`config.mk`:
```
export PLATFORM = sky130hd
export DESIGN_NAME = mux5_sel_unit
export DESIGN_NICKNAME = d
export VERILOG_FILES = /design/src/rtl/mux5_sel_unit.sv
export SDC_FILE = /design/constraint.sdc
export NUM_CORES = 1
export LEC_CHECK = 0
export CAP_MARGIN = 40
export CORE_AREA = 4 4 41 43
export DETAILED_ROUTE_END_ITERATION = 8
export DIE_AREA = 0 0 45 47
export SKIP_CTS_REPAIR_TIMING = 1
export SLEW_MARGIN = 5
export SYNTH_ARGS = -nofsm -noshare
export SYNTH_HDL_FRONTEND = slang
export SYNTH_SLANG_ARGS = --single-unit
```
`constraint.sdc`:
```
create_clock -name clk -period 1.3 [get_ports clk]
set_clock_uncertainty 0.2 [all_clocks]
set_input_delay 0.26 -clock clk [delete_from_list [all_inputs] [get_ports clk]]
set_output_delay 0.26 -clock clk [all_outputs]
set_load 0.01 [all_outputs]
```
`src/rtl/mux5_sel_unit.sv`:
```
// -----------------------------------------------------------------------------
// mux5_sel_unit
//
// Purpose:
//   Five-way, single-output steering mux with a 3-bit select. Gives a
//   combinational result, a registered copy of it, a combinational
//   illegal-select flag, and a sticky registered version of that flag.
//
// Parameters:
//   WIDTH      - bit width of each input slot and of y / y_q.
//
// Ports:
//   clk        in   1          rising-edge system clock
//   rst_n      in   1          asynchronous active-low reset
//   i          in   5*WIDTH    packed slots; slot 0 is the MSB slot,
//                              slot k = i[(5-k)*WIDTH-1 : (4-k)*WIDTH]
//   s          in   3          select code, legal 0..4
//   clr_err    in   1          synchronous clear of err_sticky (wins over set)
//   y          out  WIDTH      combinational selected slot (0 on illegal s)
//   y_q        out  WIDTH      y registered, one cycle later
//   sel_err    out  1          combinational illegal-select flag (s >= 5)
//   err_sticky out  1          registered sticky illegal-select flag
//
// Handshake: none. New i / s are accepted every cycle; there is no
// valid/ready pair because the block is a pure per-cycle steering primitive.
// -----------------------------------------------------------------------------
module mux5_sel_unit #(
  parameter int WIDTH = 1
) (
  input  logic               clk,
  input  logic               rst_n,
  input  logic [5*WIDTH-1:0] i,
  input  logic [2:0]         s,
  input  logic               clr_err,
  output logic [WIDTH-1:0]   y,
  output logic [WIDTH-1:0]   y_q,
  output logic               sel_err,
  output logic               err_sticky
);

  logic [WIDTH-1:0] y_d;
  logic             sel_err_d;
  logic [WIDTH-1:0] y_reg_q;
  logic             err_sticky_d;
  logic             err_sticky_q;

  // Full decode of all eight select codes so no latch can be inferred and
  // codes 5..7 force a known all-zero result.
  always_comb begin
    y_d       = '0;
    sel_err_d = 1'b0;
    unique case (s)
      3'd0:    y_d = i[4*WIDTH +: WIDTH];
      3'd1:    y_d = i[3*WIDTH +: WIDTH];
      3'd2:    y_d = i[2*WIDTH +: WIDTH];
      3'd3:    y_d = i[1*WIDTH +: WIDTH];
      3'd4:    y_d = i[0*WIDTH +: WIDTH];
      default: begin
        y_d       = '0;
        sel_err_d = 1'b1;
      end
    endcase
  end

  // Clear takes priority over a simultaneous illegal select.
  always_comb begin
    err_sticky_d = err_sticky_q;
    if (clr_err) begin
      err_sticky_d = 1'b0;
    end else if (sel_err_d) begin
      err_sticky_d = 1'b1;
    end
  end

  always_ff @(posedge clk or negedge rst_n) begin
    if (!rst_n) begin
      y_reg_q      <= '0;
      err_sticky_q <= 1'b0;
    end else begin
      y_reg_q      <= y_d;
      err_sticky_q <= err_sticky_d;
    end
  end

  assign y          = y_d;
  assign sel_err    = sel_err_d;
  assign y_q        = y_reg_q;
  assign err_sticky = err_sticky_q;

endmodule

```
Yosys cells after proc, flatten, opt, wreduce, memory -nomap -nowiden
Index checks and enable logic that the tools add are counted.

cells by class
  equal/unequal tests = 5
  mux-type cells = 4
  reduce and logical (&&, ||, !) cells = 2

operators by type and width
  kind                                                                     number
  3-bit by 2-bit == test with 1-bit output, second input constant          2
  1-bit case mux with 5 select lines                                       1
  5-bit OR reduction                                                       1
  3-bit by 1-bit == test with 1-bit output, second input constant          1
  3-bit == test, second input constant                                     1
  3-bit logical NOT                                                        1
  1-bit two-way mux                                                        3
  2-bit by 1-bit inequality test with 1-bit output, second input constant  1

word-level totals
  bits in registers = 2
  bits of input ports = 11
  output and inout bits = 4
  word-level logic and storage cells = 13

Logic depth before layout (Yosys ltp)
  depth after elaboration = 4
  gate-level depth with buffers = 3
  mapped depth without buffers = 3

Worst setup path before layout
OpenSTA, ideal clock, no wires.

  kind = input -> output
  start point = input s[1]
  end point = output y
  arrival = 752 ps
  required time = 840 ps
  setup slack = 88 ps
  stages = 3
  path buffers = 0
  path through = mux2i_1 a211o_1 o31ai_1

on the way
  cells in the longest elaborated chain, start to end = 2
  elaborated cells on any way between the ends = 6
  classes of those cells = 4 x eq/ne; 1 x mux; 1 x reduce/logical

ends and longest elaborated chain
  item                                   RTL line  RTL
  from (decl)                            33        input logic [2:0] s,
  3-bit == test (tied with other cells)  52        unique case (s)
  1-bit case mux with 5 select lines *   52
  to (decl)                              35        output logic [WIDTH-1:0] y,

Every way passes the cells marked *; elsewhere a longest branch is shown, timed or not.

Worst setup path in the final report
Ends and elaborated chain as after synthesis.

==> run summary <==
Arr. time, crit path: 980 ps
GP Congestion: 0.613
critical path's slowest cell: a211o_1
chip height: 47 um
Final nets: 45
Post-Layout Cell Count: 47
Tot GR Track Use: 3.87%
worst endpoint required time: 840 ps
final antenna-violating net count: 0
TritonCTS clock tree: done
number of global-route vias before repair: 157
Worst Reg-to-Reg Cells: 3
Worst Hold Path EP: y_q
DIE AREA: 2120 sq um
final wirelength: 392 um
simple-gate portion of the synthesized area: 7.06%
synth unique cells: 7
first-pass GRT wire length: 503 um
CTS root buffer: clkbuf_4
GR Overflow Total: 0
Ports: 15
Synth Area in Adders: 0%
Cell Area, Synth: 106 sq um
average wire per cell in the routed design: 8.34 um
Critical Path Fanout Max: 4
cell taking the most area after synthesis: dfrtp_1
yosys warns: 0
largest family of logic cells by synthesized area: compound AO/OA/AOI/OAI gates
VDD IR max: 256 uV
CP endpoint kind: output port
crit path kind: in2out
final hold vios: 0
Initial Util: 8.17%
Slew Limit Fails: 0
worst reg-to-reg setup slack: 380 ps
Worst-Margin Slew: 200 ps
Clock Tree Buf Depth: 2
RSZ-0062 raised after global routing: yes
startpoint types: input port
layout cells sized above 1: 34.4%
largest net degree at the start of global routing: 5
maxcap violations: 0
flops & latches, synth: 2
port buffer count: 14
htree depth: 1
status: complete, but fails checks
Cell Area, Placed: 288 sq um
multiplexer area fraction after synthesis: 18.8%
Highest Clock Rate: 694 MHz
ant diodes: 0
core footprint: 1300 sq um
Reg-to-Reg Start: err_sticky
Post-Synth XOR/XNOR Area: 0%
FF-to-FF End: err_sticky
hold depth: 4
Cells after Synth: 10
CTS buffer count: 3
Total Power: 289 uW
Crit path largest cell delay: 270 ps
# rows: 13
Die W: 45 um
post-synthesis sequential area ratio: 47.1%
Final Util: 26.9%
failing checks: negative setup slack
hold path start: s[1]
Critical Path, Cell by Cell: buf_8 -> mux2i_1 -> a211o_1 -> o31ai_2 -> buf_2
drt drc: 0
via total after detailed routing: 159
vias per inst: 3.38
syn_area_per_cell: 10.6 sq um
worst hold margin: 247 ps
placed cells: 42
endpoints failing setup: 1
Reg clk slew, reported paths: 30 ps
1st-iter DRT viols: 0
CTS sink cnt: 2
fin area: 350 sq um
syn_nets: 21
Final Cycle Share: 111%
drt pass-1 iters: 1
HP Class: in2reg
relative slew slack: 86.6%
Synth Area in Compound Gates: 27.1%
Period minus WS final: 1440 ps
Clock Latency Late Sink: 220 ps
synthesis-to-layout area growth: 229%
LEAKAGE: 0.000241 uW
FILL cells: 151
ranking of synthesized cells by area: dfrtp_1, mux2i_1, a211o_1
pwr dens: 826 nW/um^2
initial antenna violation count: 0
crit path setup slack, layout: -142 ps
Synth top area share: 47.1%
[kinds of logic after synthesis]
family          Yosys count
flops                     2
simple gates              2
compound gates            4
mux                       2
[metrics by stage]
step / TNS [ps] / setup WS, ps
2_1_floorplan: 0 / 88.4
3_3_place_gp: -2330 / -1050
3_5_place_dp: -2340 / -1050
4_1_cts: -2400 / -1060
5_1_grt: -177 / -177
6_report: -142 / -142
[synth_stat cells, drive strengths merged]
master / number
a211o: 1
a21oi: 1
mux2i: 2
o21a: 1
dfrtp: 2
nor2: 2
o31ai: 1
[critical path: cells and delay by family]
kind | cells | cell delay [ps]
muxes | 1 | 110
buffers and inverters | 2 | 280
AOI/OAI and AO/OA | 2 | 340
[per-layer routing]
| metal | vias up | track usage (%) | part of all wire (%) |
|---|---|---|---|
| met3 | 0 | 4.21 | 28 |
| met4 | 0 | 5.26 | 0 |
| met1 | 61 | 2.73 | 35 |
| met5 | - | 0 | 0 |
| met2 | 15 | 4.80 | 37 |
| li1 | 83 | - | - |
[placed cells by master, fill, tap and decap left out]
master,count
clkbuf_4,3
o31ai_2,1
mux2i_1,2
clkbuf_2,1
nor2_1,2
o21a_1,1
a211o_1,1
buf_2,1
buf_4,4
dfrtp_1,2
a21oi_1,1
dlygate4sd3_1,1
clkdlybuf4s50_1,2
buf_8,1
dlymetal6s2s_1,9
[flip-flops by register name, summed over array words and instances (netlist names)]
name,cells
err_sticky,1
y_q,1
[how the worst max path moves through the flow]
stage | from | to | slack [ps] | cells after the start
after floorplan | s[1] | y | 90 | 3
after global placement | s[1] | y | -1050 | 5
after detailed placement | s[1] | y | -1050 | 5
after CTS | s[1] | y | -1060 | 5
after global routing | s[1] | y | -180 | 5
final | s[1] | y | -140 | 5
[power breakdown]
part           internal [uW]  switching [uW]  total [uW]  leakage (uW)
sequential              67.9            1.41        69.3     0.0000253
clock                    102            34.0         136     0.0000138
combinational           57.5            27.1        84.5      0.000202
[area by class of cell]
type | instances | area (sq um) | share of cell area, %
Tap cell | 15 | 18.8 | 5.36
Timing Repair Buffer | 19 | 198 | 56.4
Multi-Input combinational cell | 8 | 61.3 | 17.5
Clock buffer | 3 | 22.5 | 6.43
Sequential cell | 2 | 50.0 | 14.3
No activity file was read; power rests on OpenSTA's default activity.
